[src/rtl/ooo_pkg.sv]
// ooo_pkg: shared widths, ALU opcode enum, reservation-station entry layout
// and the writeback tag-match helper.
package ooo_pkg;
  localparam int TAG_W = 7;
  localparam int ROB_W = 5;
  localparam int OP_W  = 4;
  typedef enum logic [OP_W-1:0] {
    ALU_ADD, ALU_SUB, ALU_AND, ALU_OR, ALU_XOR, ALU_SLL,
    ALU_SRL, ALU_SRA, ALU_SLT, ALU_SLTU, ALU_LUI
  } alu_op_e;
  typedef struct packed {
    logic             valid;
    alu_op_e          op;
    logic [31:0]      imm;
    logic             use_imm;
    logic [TAG_W-1:0] pd;
    logic [TAG_W-1:0] ps1;
    logic             r1;
    logic [TAG_W-1:0] ps2;
    logic             r2;
    logic [ROB_W-1:0] rob;
  } rs_entry_t;
  // Tag 0 is the hardwired-ready register and never matches a broadcast
  function automatic logic wb_hit(input logic [TAG_W-1:0] t, input logic ae,
                                  input logic [TAG_W-1:0] ap, input logic me,
                                  input logic [TAG_W-1:0] mp);
    return (t != '0) && ((ae && ap == t) || (me && mp == t));
  endfunction
endpackage

[src/rtl/rs_age_select.sv]
// rs_age_select: one-hot grant of the oldest eligible entry from an age matrix
// (row i bit j set means entry i is older than entry j).
module rs_age_select #(
  parameter int DEPTH = 8
) (
  input  logic [DEPTH-1:0] age [DEPTH],
  input  logic [DEPTH-1:0] elig,
  output logic [DEPTH-1:0] grant,
  output logic             grant_valid
);
  always_comb begin
    grant = '0;
    for (int i = 0; i < DEPTH; i++) begin
      grant[i] = elig[i];
      for (int j = 0; j < DEPTH; j++)
        if (j != i && elig[j] && age[j][i]) grant[i] = 1'b0;
    end
  end
  assign grant_valid = |elig;
endmodule

[src/rtl/rs_alu_issue.sv]
// rs_alu_issue: ALU reservation station driving the PRF ALU read port.
// Optional RS_OCCUPANCY_EN adds a registered occupancy count output.
module rs_alu_issue
  import ooo_pkg::*;
#(
  parameter int DEPTH = 8
) (
  input  logic             clk,
  input  logic             reset,
  input  logic             flush,
  input  logic             disp_valid,
  output logic             disp_ready,
  input  logic [OP_W-1:0]  disp_op,
  input  logic [31:0]      disp_imm,
  input  logic             disp_use_imm,
  input  logic [TAG_W-1:0] disp_pd,
  input  logic [TAG_W-1:0] disp_ps1,
  input  logic [TAG_W-1:0] disp_ps2,
  input  logic             disp_ps1_rdy,
  input  logic             disp_ps2_rdy,
  input  logic [ROB_W-1:0] disp_rob,
  input  logic             wb_alu_en,
  input  logic [TAG_W-1:0] wb_alu_pd,
  input  logic             wb_mem_en,
  input  logic [TAG_W-1:0] wb_mem_pd,
  input  logic             fu_ready,
  output logic             read_en_alu,
  output logic [TAG_W-1:0] ps1_alu,
  output logic [TAG_W-1:0] ps2_alu,
  output logic             ex_valid,
  output logic [OP_W-1:0]  ex_op,
  output logic [31:0]      ex_imm,
  output logic             ex_use_imm,
  output logic [TAG_W-1:0] ex_pd,
  output logic [ROB_W-1:0] ex_rob
`ifdef RS_OCCUPANCY_EN
  ,
  output logic [$clog2(DEPTH):0] occupancy
`endif
);
  localparam int IW = $clog2(DEPTH);
  rs_entry_t        ent [DEPTH];
  logic [DEPTH-1:0] age [DEPTH];
  logic [DEPTH-1:0] valid, elig, grant;
  logic             grant_valid, issue, fire;
  logic [IW-1:0]    sel, slot;
  logic [TAG_W-1:0] last_ps1, last_ps2;
  rs_entry_t        win, new_ent;
  function automatic logic hit(input logic [TAG_W-1:0] t);
    return wb_hit(t, wb_alu_en, wb_alu_pd, wb_mem_en, wb_mem_pd);
  endfunction
  always_comb begin
    valid = '0;
    elig  = '0;
    slot  = '0;
    for (int i = DEPTH - 1; i >= 0; i--) begin
      valid[i] = ent[i].valid;
      elig[i]  = ent[i].valid && ent[i].r1 && ent[i].r2;
      if (!ent[i].valid) slot = IW'(i);
    end
  end
  rs_age_select #(.DEPTH(DEPTH)) u_sel (
    .age         (age),
    .elig        (elig),
    .grant       (grant),
    .grant_valid (grant_valid)
  );
  always_comb begin
    sel = '0;
    for (int i = 0; i < DEPTH; i++)
      if (grant[i]) sel = IW'(i);
  end
  assign win         = ent[sel];
  assign disp_ready  = ~&valid;
  assign issue       = grant_valid && fu_ready && !flush;
  assign fire        = disp_valid && disp_ready && !flush;
  assign read_en_alu = issue;
  assign ps1_alu     = issue ? win.ps1 : last_ps1;
  assign ps2_alu     = issue ? win.ps2 : last_ps2;
  // Same-cycle broadcasts are folded into the ready bits captured at dispatch
  assign new_ent = '{
    valid:   1'b1,
    op:      alu_op_e'(disp_op),
    imm:     disp_imm,
    use_imm: disp_use_imm,
    pd:      disp_pd,
    ps1:     disp_ps1,
    r1:      disp_ps1_rdy || disp_ps1 == '0 || hit(disp_ps1),
    ps2:     disp_ps2,
    r2:      disp_ps2_rdy || disp_use_imm || disp_ps2 == '0 || hit(disp_ps2),
    rob:     disp_rob
  };
  always_ff @(posedge clk or negedge reset) begin
    if (!reset) begin
      for (int i = 0; i < DEPTH; i++) begin
        ent[i] <= '0;
        age[i] <= '0;
      end
      last_ps1   <= '0;
      last_ps2   <= '0;
      ex_valid   <= 1'b0;
      ex_op      <= '0;
      ex_imm     <= '0;
      ex_use_imm <= 1'b0;
      ex_pd      <= '0;
      ex_rob     <= '0;
    end else if (flush) begin
      for (int i = 0; i < DEPTH; i++) begin
        ent[i].valid <= 1'b0;
        age[i]       <= '0;
      end
      ex_valid <= 1'b0;
    end else begin
      for (int i = 0; i < DEPTH; i++) begin
        if (hit(ent[i].ps1)) ent[i].r1 <= 1'b1;
        if (hit(ent[i].ps2)) ent[i].r2 <= 1'b1;
        if (fire) age[i][slot] <= valid[i];
      end
      if (issue) begin
        ent[sel].valid <= 1'b0;
        last_ps1       <= win.ps1;
        last_ps2       <= win.ps2;
        ex_op          <= win.op;
        ex_imm         <= win.imm;
        ex_use_imm     <= win.use_imm;
        ex_pd          <= win.pd;
        ex_rob         <= win.rob;
      end
      if (fire) begin
        ent[slot] <= new_ent;
        age[slot] <= '0;
      end
      ex_valid <= issue;
    end
  end
`ifdef RS_OCCUPANCY_EN
  always_ff @(posedge clk or negedge reset) begin
    if (!reset) occupancy <= '0;
    else if (flush) occupancy <= '0;
    else occupancy <= occupancy + ($clog2(DEPTH)+1)'(fire) - ($clog2(DEPTH)+1)'(issue);
  end
`endif
endmodule

[config.mk]
export PLATFORM = sky130hd
export DESIGN_NAME = rs_alu_issue
export DESIGN_NICKNAME = d
export VERILOG_FILES = /design/src/rtl/ooo_pkg.sv /design/src/rtl/rs_age_select.sv /design/src/rtl/rs_alu_issue.sv
export SDC_FILE = /design/constraint.sdc
export NUM_CORES = 2
export LEC_CHECK = 0
export CAP_MARGIN = 30
export CORE_MARGIN = 8
export CORE_UTILIZATION = 23
export CTS_BUF_LIST = sky130_fd_sc_hd__clkbuf_4
export CTS_CLUSTER_DIAMETER = 80
export DETAILED_ROUTE_END_ITERATION = 6
export GPL_ROUTABILITY_DRIVEN = 0
export GPL_TIMING_DRIVEN = 0
export MAX_ROUTING_LAYER = met4
export PLACE_DENSITY_LB_ADDON = 0.25
export SKIP_LAST_GASP = 1
export SYNTH_ARGS = -nofsm -noshare
export SYNTH_HDL_FRONTEND = slang
export SYNTH_SLANG_ARGS = --single-unit
[constraint.sdc]
create_clock -name clk -period 8.55 [get_ports clk]
set_clock_uncertainty 0.15 [all_clocks]
set_input_delay 2.565 -clock clk [delete_from_list [all_inputs] [get_ports clk]]
set_output_delay 2.565 -clock clk [all_outputs]
set_load 0.02 [all_outputs]
==> implementation parameters <==
Parameter                              Value

Outcome
  Status    completed

Synthesis
  Average cell area after synthesis    8.46 µm²
  Yosys warning total    0
  Most used DFF post-synth    sky130_fd_sc_hd__dfrtp_1
  Most frequently used cell type in the post-synthesis netlist    sky130_fd_sc_hd__nand2_1
  Area share of the largest cell type after synthesis    47.6%
  Yosys top cell by area    sky130_fd_sc_hd__dfrtp_1
  FF+latch count, synth    about 640
  Library cells used by synthesis    52
  Number of instances in the synthesized netlist    3982
  Synthesized cell area    33700 µm²
  Synth Net Count    4068
  Synth cell count leaders    1315 x sky130_fd_sc_hd__nand2_1, 641 x sky130_fd_sc_hd__dfrtp_1, 250 x sky130_fd_sc_hd__clkbuf_1, 204 x sky130_fd_sc_hd__xnor2_1, 199 x sky130_fd_sc_hd__o21ai_0
  Sequential fraction of the synthesis area    47.6%
  Leading post-synthesis cells by cell area    sky130_fd_sc_hd__dfrtp_1 48%, sky130_fd_sc_hd__nand2_1 15%, sky130_fd_sc_hd__xnor2_1 5.3%
  Proportion of register bits with asynchronous set or reset after synthesis    100%
  Number of synthesized flops with an enable pin    0

Die
  Floorplan Core Area    146000 µm²
  Die Y    around 400 µm
  Row count    140
  Number of primary I/O pins    152
  Effective utilization at floorplan    a little under a quarter
  DIE WIDTH    around 400 µm
  Area of the die    159000 µm²

Timing
  Worst Tran Pin Value    1.18 ns
  Relative slew slack    between 20% and 30%
  Finish-stage setup viols    0
  RSZ-0062 raised after global routing    no
  Final Max Tran Viols    0
  Ratio of final minimum period to clock period    99.6%
  Count of final hold-check violations    0
  Fmax    117 MHz
  Min cycle time layout    8.52 ns
  Worst setup slack after layout    0.0344 ns

Placed design
  Post-place instance area    37700 µm²
  Port Buffer Count    85
  DP Worst Slack    -0.237 ns
  Post-detail-place hpwl    109 mm

Global routing
  Total global routing track utilization    around a fifth
  Global-route wire length before repair    roughly 220 mm
  Vias in the first global route    roughly 31000
  Initial antenna violation count    19
  Maximum number of pins on one net before global-route repair    111
  Global-route congestion overflow total    0

Detailed routing
  Post-DR wirelength/cell    23.6 µm
  Detail-routed via count per cell    4.88
  Starting DRC count in detailed routing    3104
  Post-detailed-route count of antenna-violating nets    0
  Router iterations before antenna repair    6
  Wire length reported by the detailed router    between 150 and 200 mm
  Total number of vias    31095
  Post-detailed-route DRC marker count    0

Clock tree
  Library cell used as clock root buffer    sky130_fd_sc_hd__clkbuf_4
  TritonCTS buffer count    ~190
  Clock Path Buffers    3
  Worst skew pair latency    approximately 1.2 ns
  Post-CTS repair timing setup buffer count    0
  TritonCTS clock tree    yes
  H-tree lvl count    4
  Reg clk slew, reported paths    around 0.050 ns
  Count of clock tree sinks    641

Worst setup path
  Element type at the critical path end    output port
  Reg-to-reg critical path endpoint    ent[202]
  Library cell appearing most often on the critical path    sky130_fd_sc_hd__clkdlybuf4s50_1
  Count of buffer and inverter cells on the critical path    5
  Kind of cell adding the most delay to the critical path    buffers and inverters
  Reg-to-reg critical path startpoint    ent[131]
  Worst Reg-to-Reg Cells    10
  Cell chain of the critical path    clkdlybuf4s50_1 > nor2b_1 > o21ai_2 > inv_2 > clkbuf_1 > buf_8 > nor2_1 > a41oi_1 > clkdlybuf4s50_1
  Slowest Stage Delay on Critical Path    0.74 ns
  Start point of the critical path    fu_ready
  Critical-path top delay cell    sky130_fd_sc_hd__clkdlybuf4s50_1
  Type of origin of the critical path    input port
  Reg2Reg Setup Slack    4.60 ns
  Required time at the worst-slack endpoint    5.84 ns
  Worst setup path category    input port to output port
  Critical Path Sink    ps2_alu[6]
  Maximum fanout along the worst path    6
  Critical Path Stages    9
  Signal arrival time at the worst endpoint    5.80 ns

Hold path
  Worst hold path type    register to register

Final layout
  Count of filler cells inserted in the layout    15743
  Number of nets at the end of the flow    4384
  Area growth from synthesis to final layout    19.1%
  Post-route design area    about 40000 µm²
  Finished Core Util    27.6%
  Combined area of the multi-input logic cells    about 16000 µm²
  Sequential Area    16000 µm²
  Share of final-layout standard cells stronger than drive strength 1    10.2%

Power and ir drop
  Static leakage    18.5 nW
  Total design power    0.00827 W
  Power per unit of standard cell area    206 nW/µm²
  Worst vdd ir    between 0.1 and 0.15 mV

Flow run
  Max-capacitance violation count    0
-- worst min path at each step --
stage                         from        to  slack (ns)  cells after the start
final                     ent[379]  ent[379]        0.31                      2
after global routing      ent[358]  ent[358]        0.33                      2
after CTS                 ent[379]  ent[379]        0.32                      2
after detailed placement  ent[394]  ent[394]        0.30                      2
after global placement    ent[297]  ent[297]        0.30                      2
after floorplan           ent[264]  ent[264]        0.29                      2
-- kinds of logic (layout without fill, tap and decap cells) --
group	after synthesis	count (layout)	share of synthesized area, %
buf+inv	492	945	6.27
mux	128	128	3.80
compound gates	538	538	10.9
flops	641	641	47.6
other cells	0	18	0
xor+xnor	252	252	6.55
simple gates	1931	1931	24.9
-- cell usage in the layout (no fill, tap or decap), types with 123 or more instances in the layout --
| cell type | Yosys | final |
|---|---|---|
| sky130_fd_sc_hd__mux2i_1 | 128 | 128 |
| sky130_fd_sc_hd__nor2_1 | 125 | 123 |
| sky130_fd_sc_hd__o21ai_0 | 199 | 199 |
| sky130_fd_sc_hd__nor3b_1 | 126 | 126 |
| sky130_fd_sc_hd__nor3_1 | 143 | 143 |
| sky130_fd_sc_hd__clkbuf_4 | 0 | 277 |
| sky130_fd_sc_hd__dfrtp_1 | 641 | 641 |
| sky130_fd_sc_hd__clkbuf_1 | 250 | 244 |
| sky130_fd_sc_hd__nand2_1 | 1315 | 1315 |
| sky130_fd_sc_hd__inv_1 | 134 | 134 |
| sky130_fd_sc_hd__xnor2_1 | 204 | 204 |
-- worst register-to-register path, delay by kind of cell (launching register included) --
family | cells | cell delay (ns)
buffers and inverters | 3 | 1.85
and+or+nand+nor | 4 | 0.87
AOI/OAI and AO/OA | 3 | 0.64
DFF | 1 | 0.40
-- metal layers --
layer / up-vias / GRT usage, % / wire, µm
met5: - / - / 0
met4: 0 / 7.43 / 5610
met3: 278 / 4.29 / 11900
met2: 1343 / 28.6 / 66500
met1: 15475 / 24.9 / 66300
li1: 13999 / - / -
-- cell type report --
class	instances	area share [%]
inverter	135	1.26
tap	1917	5.98
sequential	641	40.0
antenna	18	0.112
clock buffer	277	5.18
clock inverter	47	0.658
buffer	355	4.00
multi-input combinational	2849	38.8
timing repair buffer	131	4.05
-- registers in the layout, summed over array words and instances, names as in the netlist --
register,flops
ex_valid,1
ex_imm,32
ent,528
ex_rob,5
age,49
ex_pd,7
last_ps1,7
ex_op,4
ex_use_imm,1
last_ps2,7
-- power breakdown --
group | internal (W) | switching (W)
clock | 0.00151 | 0.00147
sequential | 0.00335 | 0.000294
combinational | 0.000696 | 0.000944
total | 0.00556 | 0.00271
-- through the flow --
step	setup TNS, ns	hold slack (ns)	std cells
after detailed placement	-0.265	0.304	6026
after CTS	0	0.319	6349
after global placement	-	0.299	5984
after global routing	0	0.331	6369
final	0	0.314	6370
after floorplan	0	0.288	3982
-- what timing repair did --
item | CTS | global route
endpoints found under the setup margin | 2 | 9
hold buffers | 0 | 0
gates resized for setup | 1 | 7
(Power assumes the default switching activity.)
